**config.mk**
```make
export PLATFORM = sky130hd
export DESIGN_NAME = online_mult_serial
export DESIGN_NICKNAME = d
export VERILOG_FILES = /design/src/rtl/olm_pkg.sv /design/src/rtl/online_mult_serial_csa42_row.sv /design/src/rtl/online_mult_serial.sv
export SDC_FILE = /design/constraint.sdc
export NUM_CORES = 1
export LEC_CHECK = 0
export BUFFER_PORTS_ARGS = -buffer_cell sky130_fd_sc_hd__buf_2
export CORE_ASPECT_RATIO = 1.1
export CORE_MARGIN = 1.5
export CORE_UTILIZATION = 60
export DETAILED_ROUTE_END_ITERATION = 12
export PLACE_DENSITY = 0.84
export REMOVE_ABC_BUFFERS = 1
export SETUP_SLACK_MARGIN = 0.1
export SYNTH_ARGS = -nofsm -noshare
export SYNTH_HDL_FRONTEND = slang
export SYNTH_SLANG_ARGS = --single-unit
```
**constraint.sdc**
```tcl
create_clock -name clk -period 15.8 [get_ports clk]
set_clock_uncertainty 0.1 [all_clocks]
set_input_delay 0.79 -clock clk [delete_from_list [all_inputs] [get_ports clk]]
set_output_delay 0.79 -clock clk [all_outputs]
set_load 0.005 [all_outputs]
```
**src/rtl/olm_pkg.sv**
```systemverilog
// Shared definitions for the radix-2 online multiplier: signed-digit
// encoding, digit decode helper, selection thresholds and FSM states.
package olm_pkg;

    localparam logic [1:0] SD_POS  = 2'b10;
    localparam logic [1:0] SD_NEG  = 2'b01;
    localparam logic [1:0] SD_ZERO = 2'b00;

    // Online delay supported by the fixed t=2 selection function.
    localparam int DELTA_DEFAULT = 3;

    // Selection estimate keeps this many fractional bits.
    localparam int EST_FRAC = 2;

    // Thresholds in units of 2^-EST_FRAC: +1/2 and -1/2.
    localparam int SEL_POS_TH = 2;
    localparam int SEL_NEG_TH = -2;

    typedef enum logic {
        IDLE = 1'b0,
        RUN  = 1'b1
    } state_t;

    // Decode a {p,n} digit; the redundant 2'b11 pattern means zero.
    function automatic logic signed [1:0] sd_val(input logic [1:0] d);
        case (d)
            SD_POS:  return 2'sb01;
            SD_NEG:  return 2'sb11;
            default: return 2'sb00;
        endcase
    endfunction

endpackage

```
**src/rtl/online_mult_serial_csa42_row.sv**
```systemverilog
// WL-bit 4:2 carry-save row built from two full-adder layers per column.
// The first-layer carry h ripples one column left into the second layer;
// cin1 enters as column 0's h input and cin2 as the carry vector's LSB,
// which is where the +1 of a two's-complement negation is injected.
// sum + carry == a + b + c + d + cin1 + cin2 (mod 2^WL).
module csa42_row #(
    parameter int WL = 14
) (
    input  logic [WL-1:0] a,
    input  logic [WL-1:0] b,
    input  logic [WL-1:0] c,
    input  logic [WL-1:0] d,
    input  logic          cin1,
    input  logic          cin2,
    output logic [WL-1:0] sum,
    output logic [WL-1:0] carry
);

    logic [WL-1:0] s1;
    logic [WL-2:0] h;
    logic [WL-1:0] h_in;
    logic [WL-2:0] cy;

    // Two full-adder layers; the top column's outgoing carries fall off the row.
    always_comb begin
        s1    = a ^ b ^ c;
        h     = (a[WL-2:0] & b[WL-2:0]) | (a[WL-2:0] & c[WL-2:0]) | (b[WL-2:0] & c[WL-2:0]);
        h_in  = {h, cin1};
        sum   = s1 ^ d ^ h_in;
        cy    = (s1[WL-2:0] & d[WL-2:0]) | (s1[WL-2:0] & h_in[WL-2:0]) | (d[WL-2:0] & h_in[WL-2:0]);
        carry = {cy, cin2};
    end

endmodule

```
**src/rtl/online_mult_serial.sv**
```systemverilog
// Radix-2 signed-digit online multiplier, MSD-first, one digit pair per
// accepted beat, one product digit per step after an online delay of DELTA.
// The residual is kept in carry-save form and updated by a 4:2 CSA row.
// Optional macro OLM_RESIDUAL_OUT_EN exposes the final residual pair on
// res_s/res_c.
module online_mult_serial
    import olm_pkg::*;
#(
    parameter int N     = 8,
    parameter int DELTA = DELTA_DEFAULT,   // selection is sized for 3 only
    parameter int WL    = N + DELTA + 3
) (
    input  logic          clk,
    input  logic          rst_n,
    input  logic          start,
    input  logic          in_valid,
    output logic          in_ready,
    input  logic [1:0]    x_dig,
    input  logic [1:0]    y_dig,
    output logic          out_valid,
    output logic [1:0]    z_dig,
    output logic          busy,
    output logic          done
`ifdef OLM_RESIDUAL_OUT_EN
    ,
    output logic [WL-1:0] res_s,
    output logic [WL-1:0] res_c
`endif
);

    // Fractional bits of the residual; the operand LSB (2^-N) scaled by
    // 2^-DELTA lands exactly on residual bit 0.
    localparam int F  = N + DELTA;
    localparam int JW = $clog2(N + DELTA) + 1;
    localparam logic [JW-1:0] J_N     = JW'(N);
    localparam logic [JW-1:0] J_DELTA = JW'(DELTA);
    localparam logic [JW-1:0] J_LAST  = JW'(N + DELTA - 1);
    localparam logic [N:0]    ONE     = (N+1)'(1);

    state_t state, state_next;

    logic [JW-1:0]        j;
    logic signed [N:0]    xr, yr;
    // The residual MSB is never needed: |W| < 1 fits two integer bits and
    // the doubling shift discards the top bit anyway.
    logic [WL-2:0]        ws, wc;

    logic                 j_lt_n, step, last_step;
    logic signed [1:0]    xs, ys, z_s;
    logic [JW-1:0]        sh;
    logic [N:0]           unit;
    logic signed [N:0]    x_next, y_next;
    logic [WL-1:0]        x_term, y_term;
    logic                 x_neg, y_neg;
    logic [WL-1:0]        vs, vc;
    logic signed [4:0]    vhat;
    logic [1:0]           z_code;
    logic [WL-2:0]        ws_next;

    assign j_lt_n    = (j < J_N);
    assign step      = (state == RUN) && (j_lt_n ? in_valid : 1'b1);
    assign last_step = step && (j == J_LAST);
    assign in_ready  = (state == RUN) && j_lt_n;
    assign busy      = (state == RUN) || done;

    // FSM next-state: IDLE waits for start, RUN ends on the last iteration.
    always_comb begin
        state_next = state;
        case (state)
            IDLE:    if (start) state_next = RUN;
            RUN:     if (last_step) state_next = IDLE;
            default: state_next = IDLE;
        endcase
    end

    // FSM state register.
    always_ff @(posedge clk) begin
        if (!rst_n) state <= IDLE;
        else        state <= state_next;
    end

    // Operand update: append this step's digits at weight 2^-(j+1); past
    // the last input digit the operands stay frozen (zero digits).
    always_comb begin
        xs     = j_lt_n ? sd_val(x_dig) : 2'sb00;
        ys     = j_lt_n ? sd_val(y_dig) : 2'sb00;
        sh     = J_N - JW'(1) - j;
        unit   = j_lt_n ? (ONE << sh) : '0;
        y_next = yr;
        x_next = xr;
        if (ys > 2'sb00)      y_next = yr + unit;
        else if (ys < 2'sb00) y_next = yr - unit;
        if (xs > 2'sb00)      x_next = xr + unit;
        else if (xs < 2'sb00) x_next = xr - unit;
    end

    // Partial-product terms x*Y[j+1] and y*X[j]; negation is ones'
    // complement here plus a carry-in on the CSA row.
    always_comb begin
        x_term = '0;
        x_neg  = 1'b0;
        y_term = '0;
        y_neg  = 1'b0;
        if (xs > 2'sb00) begin
            x_term = {{(WL-N-1){y_next[N]}}, y_next};
        end else if (xs < 2'sb00) begin
            x_term = ~{{(WL-N-1){y_next[N]}}, y_next};
            x_neg  = 1'b1;
        end
        if (ys > 2'sb00) begin
            y_term = {{(WL-N-1){xr[N]}}, xr};
        end else if (ys < 2'sb00) begin
            y_term = ~{{(WL-N-1){xr[N]}}, xr};
            y_neg  = 1'b1;
        end
    end

    csa42_row #(.WL(WL)) u_row (
        .a     ({ws, 1'b0}),
        .b     ({wc, 1'b0}),
        .c     (x_term),
        .d     (y_term),
        .cin1  (x_neg),
        .cin2  (y_neg),
        .sum   (vs),
        .carry (vc)
    );

    // Digit selection from the truncated estimate, then W = V - z by
    // adjusting only the integer field of the sum vector.
    always_comb begin
        vhat   = $signed(vs[WL-1:F-EST_FRAC]) + $signed(vc[WL-1:F-EST_FRAC]);
        z_code = SD_ZERO;
        if (j >= J_DELTA) begin
            if (int'(vhat) >= SEL_POS_TH)     z_code = SD_POS;
            else if (int'(vhat) < SEL_NEG_TH) z_code = SD_NEG;
        end
        z_s     = sd_val(z_code);
        ws_next = {vs[WL-2:F] - $unsigned(z_s), vs[F-1:0]};
    end

    // Iteration state and registered outputs; a start in IDLE clears the
    // datapath, a stall leaves everything untouched.
    always_ff @(posedge clk) begin
        if (!rst_n) begin
            j         <= '0;
            xr        <= '0;
            yr        <= '0;
            ws        <= '0;
            wc        <= '0;
            out_valid <= 1'b0;
            z_dig     <= SD_ZERO;
            done      <= 1'b0;
        end else begin
            out_valid <= 1'b0;
            done      <= 1'b0;
            if ((state == IDLE) && start) begin
                j  <= '0;
                xr <= '0;
                yr <= '0;
                ws <= '0;
                wc <= '0;
            end else if (step) begin
                j  <= j + JW'(1);
                xr <= x_next;
                yr <= y_next;
                ws <= ws_next;
                wc <= vc[WL-2:0];
                if (j >= J_DELTA) begin
                    out_valid <= 1'b1;
                    z_dig     <= z_code;
                end
                done <= last_step;
            end
        end
    end

`ifdef OLM_RESIDUAL_OUT_EN
    // Hold the full-width final residual pair from the done cycle onward.
    always_ff @(posedge clk) begin
        if (!rst_n) begin
            res_s <= '0;
            res_c <= '0;
        end else if (last_step) begin
            res_s <= {vs[WL-1:F] - {z_s[1], z_s}, vs[F-1:0]};
            res_c <= vc;
        end
    end
`endif

endmodule

```
==> flow_summary.ini <==
[power]
totalPowerFinal_mw = 0.341
power_density_mw_per_mm2 = 70.1
leakage_nw = 1.99
vdd_ir_max_mv = 0.0719

[floorplan]
floorplan.die.height_um = 95
io_pins = 14
rows = 33
die_width_um = 86.6
die-area_sq_mm = 0.00823
core_area_sq_mm = 0.00747
initial_core_utilization_pct = 61.8

[detailed_routing]
detail_route.wl_per_cell_um = 15.5
detail-route-antenna-nets = 0
postRouteWirelength_um = 10500
drt_iter0_markers = 226
drt_pre_antenna_iters = 5
remaining_drc_errors = 0
detailroute.via_count = 3948
number_of_vias_per_cell_after_detailed_routing = 5.80

[synthesis]
synth-async-reset-ratio_pct = 0
ys_seq_area_share_pct = 23.4
yosysTopAreaCell = sky130_fd_sc_hd__dfxtp_1
top_flip_flop_cell_by_instance_count_after_synthesis = sky130_fd_sc_hd__dfxtp_1
synth_top_area_share_pct = 23.4
post_synth_most_frequent_cells = 72 x sky130_fd_sc_hd__nor2_1, 61 x sky130_fd_sc_hd__nand2_1, 60 x sky130_fd_sc_hd__inv_1
synth.ff_latch_count = 54
yosysUniqueCellTypes = 57
avgSynthCellArea_sq_um = 8.06
post-synth-top-count-cell = sky130_fd_sc_hd__nor2_1
synth_cells = 573
synth_top_cells_by_area = sky130_fd_sc_hd__dfxtp_1 23%, sky130_fd_sc_hd__fa_1 12%, sky130_fd_sc_hd__ha_1 12%, sky130_fd_sc_hd__nor2_1 5.9%, sky130_fd_sc_hd__nand2_1 5.0%
number_of_enable_type_register_cells_in_the_synthesized_netlist = 0
synthesis.area_sq_mm = 0.00462
yosysWarnings = 0

[cts]
ctsRootBufferMaster = sky130_fd_sc_hd__clkbuf_8
post-cts-setup-buffer-count = 0
ctsResizeCount = 0
cts_max_level = 2
number_of_buffers_on_the_longest_clock_path = 2
clock_sink_count = 54
tritoncts = yes
cts_inserted_buffers = 5
cts_stage_hold_buffer_count = 0
clk-insertion-delay-late_ns = 0.33
cts.reportedPaths.clkPinSlew_ns = 0.11

[timing]
fin_crit_sh_pct = 52.8
worst_slew_pin_slew_ns = 1.17
fin_crit_ns = 8.34
total_neg_setup_slack_ns = 0
worst_slew_margin_rel_pct = 21.8
timing.fmax_mhz = 120
layout_setup_ws_ns = 7.46
grt_setup_unrepaired = no
setup_viol_count_final = 0
report.final.slew_viol_count = 0
hold_violations = 0

[place]
gpl_wtd_cong = 0.994
hpwlAfterDp_um = 7850
place_ws_ns = 7.57
numPortBuffers = 13
dpl_cell_area_sq_mm = 0.00477

[global_routing]
grt_remaining_overflow = 0
total_routing_usage_gr_pct = 28.3
via_count_of_the_first_global_routing_pass = 4012
antenna_found_initial = 0
global_route_wire_length_before_repair_um = 18300
grt_max_degree = 60

[worst_setup_path]
critPathRequiredTime_ns = 15.95
crit_path_end_kind = flip-flop
cp_data_arrival_time_ns = 8.49
cpLargestDelayFamily = adder cells
critPathSlowestCell = sky130_fd_sc_hd__fa_1
setup.worst_path.class = reg2reg
worstPathBufferInverterCount = 5
timing.critical_path.slowest_cell_delay_ns = 0.54
worst_setup_path_start_kind = flip-flop
path_max_fanout = 9
rrSetupSlack_ns = 7.46

[outcome]
status = complete, no violations

[cells_and_area]
finalNetCount = 655
filler_cell_count = 612
drive_above_1_share_pct = 7.12
num_antenna_cells = 0
area.growth.synth_to_final_pct = 5.45
post-route-cell-area_sq_mm = 0.00487

[min_path]
hold_path_class = reg2reg

[job]
number_of_maximum_capacitance_constraint_violations = 0
[final timing paths]
path / end / cells past startpoint / start
hold reg to reg: wc[0] / 2 / wc[0]
hold / removal: wc[0] / 2 / wc[0]
setup reg to reg: ws[12] / 33 / j[3]
setup / recovery: ws[12] / 33 / j[3]
[layer usage]
| metal | vias to the layer above | GRT usage [%] | wire, um |
|---|---|---|---|
| li1 | 1938 | - | - |
| met1 | 1855 | 34.2 | 4490 |
| met5 | - | 0 | 0 |
| met4 | 0 | 11.8 | 332 |
| met2 | 124 | 50.5 | 5240 |
| met3 | 31 | 3.67 | 478 |
[metrics by stage]
step / util [%] / hold slack [ns] / cells
3_3_place_gp: 63.8 / 0.343 / 673
6_report: 65.1 / 0.364 / 681
5_1_grt: 65.1 / 0.381 / 681
4_1_cts: 65.1 / 0.366 / 681
2_1_floorplan: - / 0.336 / 551
3_5_place_dp: 63.8 / 0.351 / 673
[registers in the layout, summed over array words and instances, names as in the netlist]
register / flops
done: 1
j: 5
out_valid: 1
state: 1
wc: 13
ws: 13
xr: 9
yr: 9
z_dig: 2
[worst register-to-register path: cells and delay by family (launching register included)]
kind,cells,cell delay [ns]
xor+xnor,4,0.67
buf+inv,5,0.45
compound gates,9,1.79
fa+ha+maj,9,2.96
simple gates,6,1.99
flops,1,0.36
[kinds of logic after synthesis]
kind of cell	synth area share, %
multiplexers	2.03
AND/OR/NAND/NOR	18.6
AO/OA/AOI/OAI	19.5
XOR/XNOR	5.50
adder cells (fa/ha/maj)	24.1
flip-flops	23.4
buffers and inverters	6.88
[report_power, final]
| part | leakage [nW] | internal [mW] | switching, mW | total [mW] |
|---|---|---|---|---|
| sequential | 0.438 | 0.141 | 0.00431 | 0.145 |
| clock | 0.0502 | 0.0330 | 0.0529 | 0.0859 |
| combinational | 1.51 | 0.0433 | 0.0675 | 0.111 |
| total | 1.99 | 0.217 | 0.125 | 0.341 |
[cells in the final DEF, fill, tap and decap left out, types with 8 or more instances in the layout]
cell                       synthesis  layout
sky130_fd_sc_hd__a21oi_1          39      39
sky130_fd_sc_hd__dfxtp_1          54      54
sky130_fd_sc_hd__xor2_1            9       9
sky130_fd_sc_hd__mux2i_1           8       8
sky130_fd_sc_hd__fa_1             28      28
sky130_fd_sc_hd__inv_1            60      60
sky130_fd_sc_hd__ha_1             44      44
sky130_fd_sc_hd__xnor2_1          20      20
sky130_fd_sc_hd__o21ai_0          22      21
sky130_fd_sc_hd__nor3_1            8       8
sky130_fd_sc_hd__nor2_1           72      72
sky130_fd_sc_hd__nand2_1          61      61
sky130_fd_sc_hd__buf_2             2      13
sky130_fd_sc_hd__a211oi_1         29      29
sky130_fd_sc_hd__nand2b_1          8       8
[final cells by class]
| class | count | area [sq um] | share of cell area, % |
|---|---|---|---|
| well taps | 105 | 131 | 2.70 |
| multi-input cells | 435 | 3230 | 66.4 |
| clock buffers | 5 | 68.8 | 1.41 |
| repair buffers | 17 | 95.1 | 1.95 |
| inverters | 62 | 233 | 4.78 |
| flip-flops and latches | 54 | 1080 | 22.2 |
| clock inverters | 3 | 28.8 | 0.591 |
Note: power is estimated with default switching activity, not from simulation.
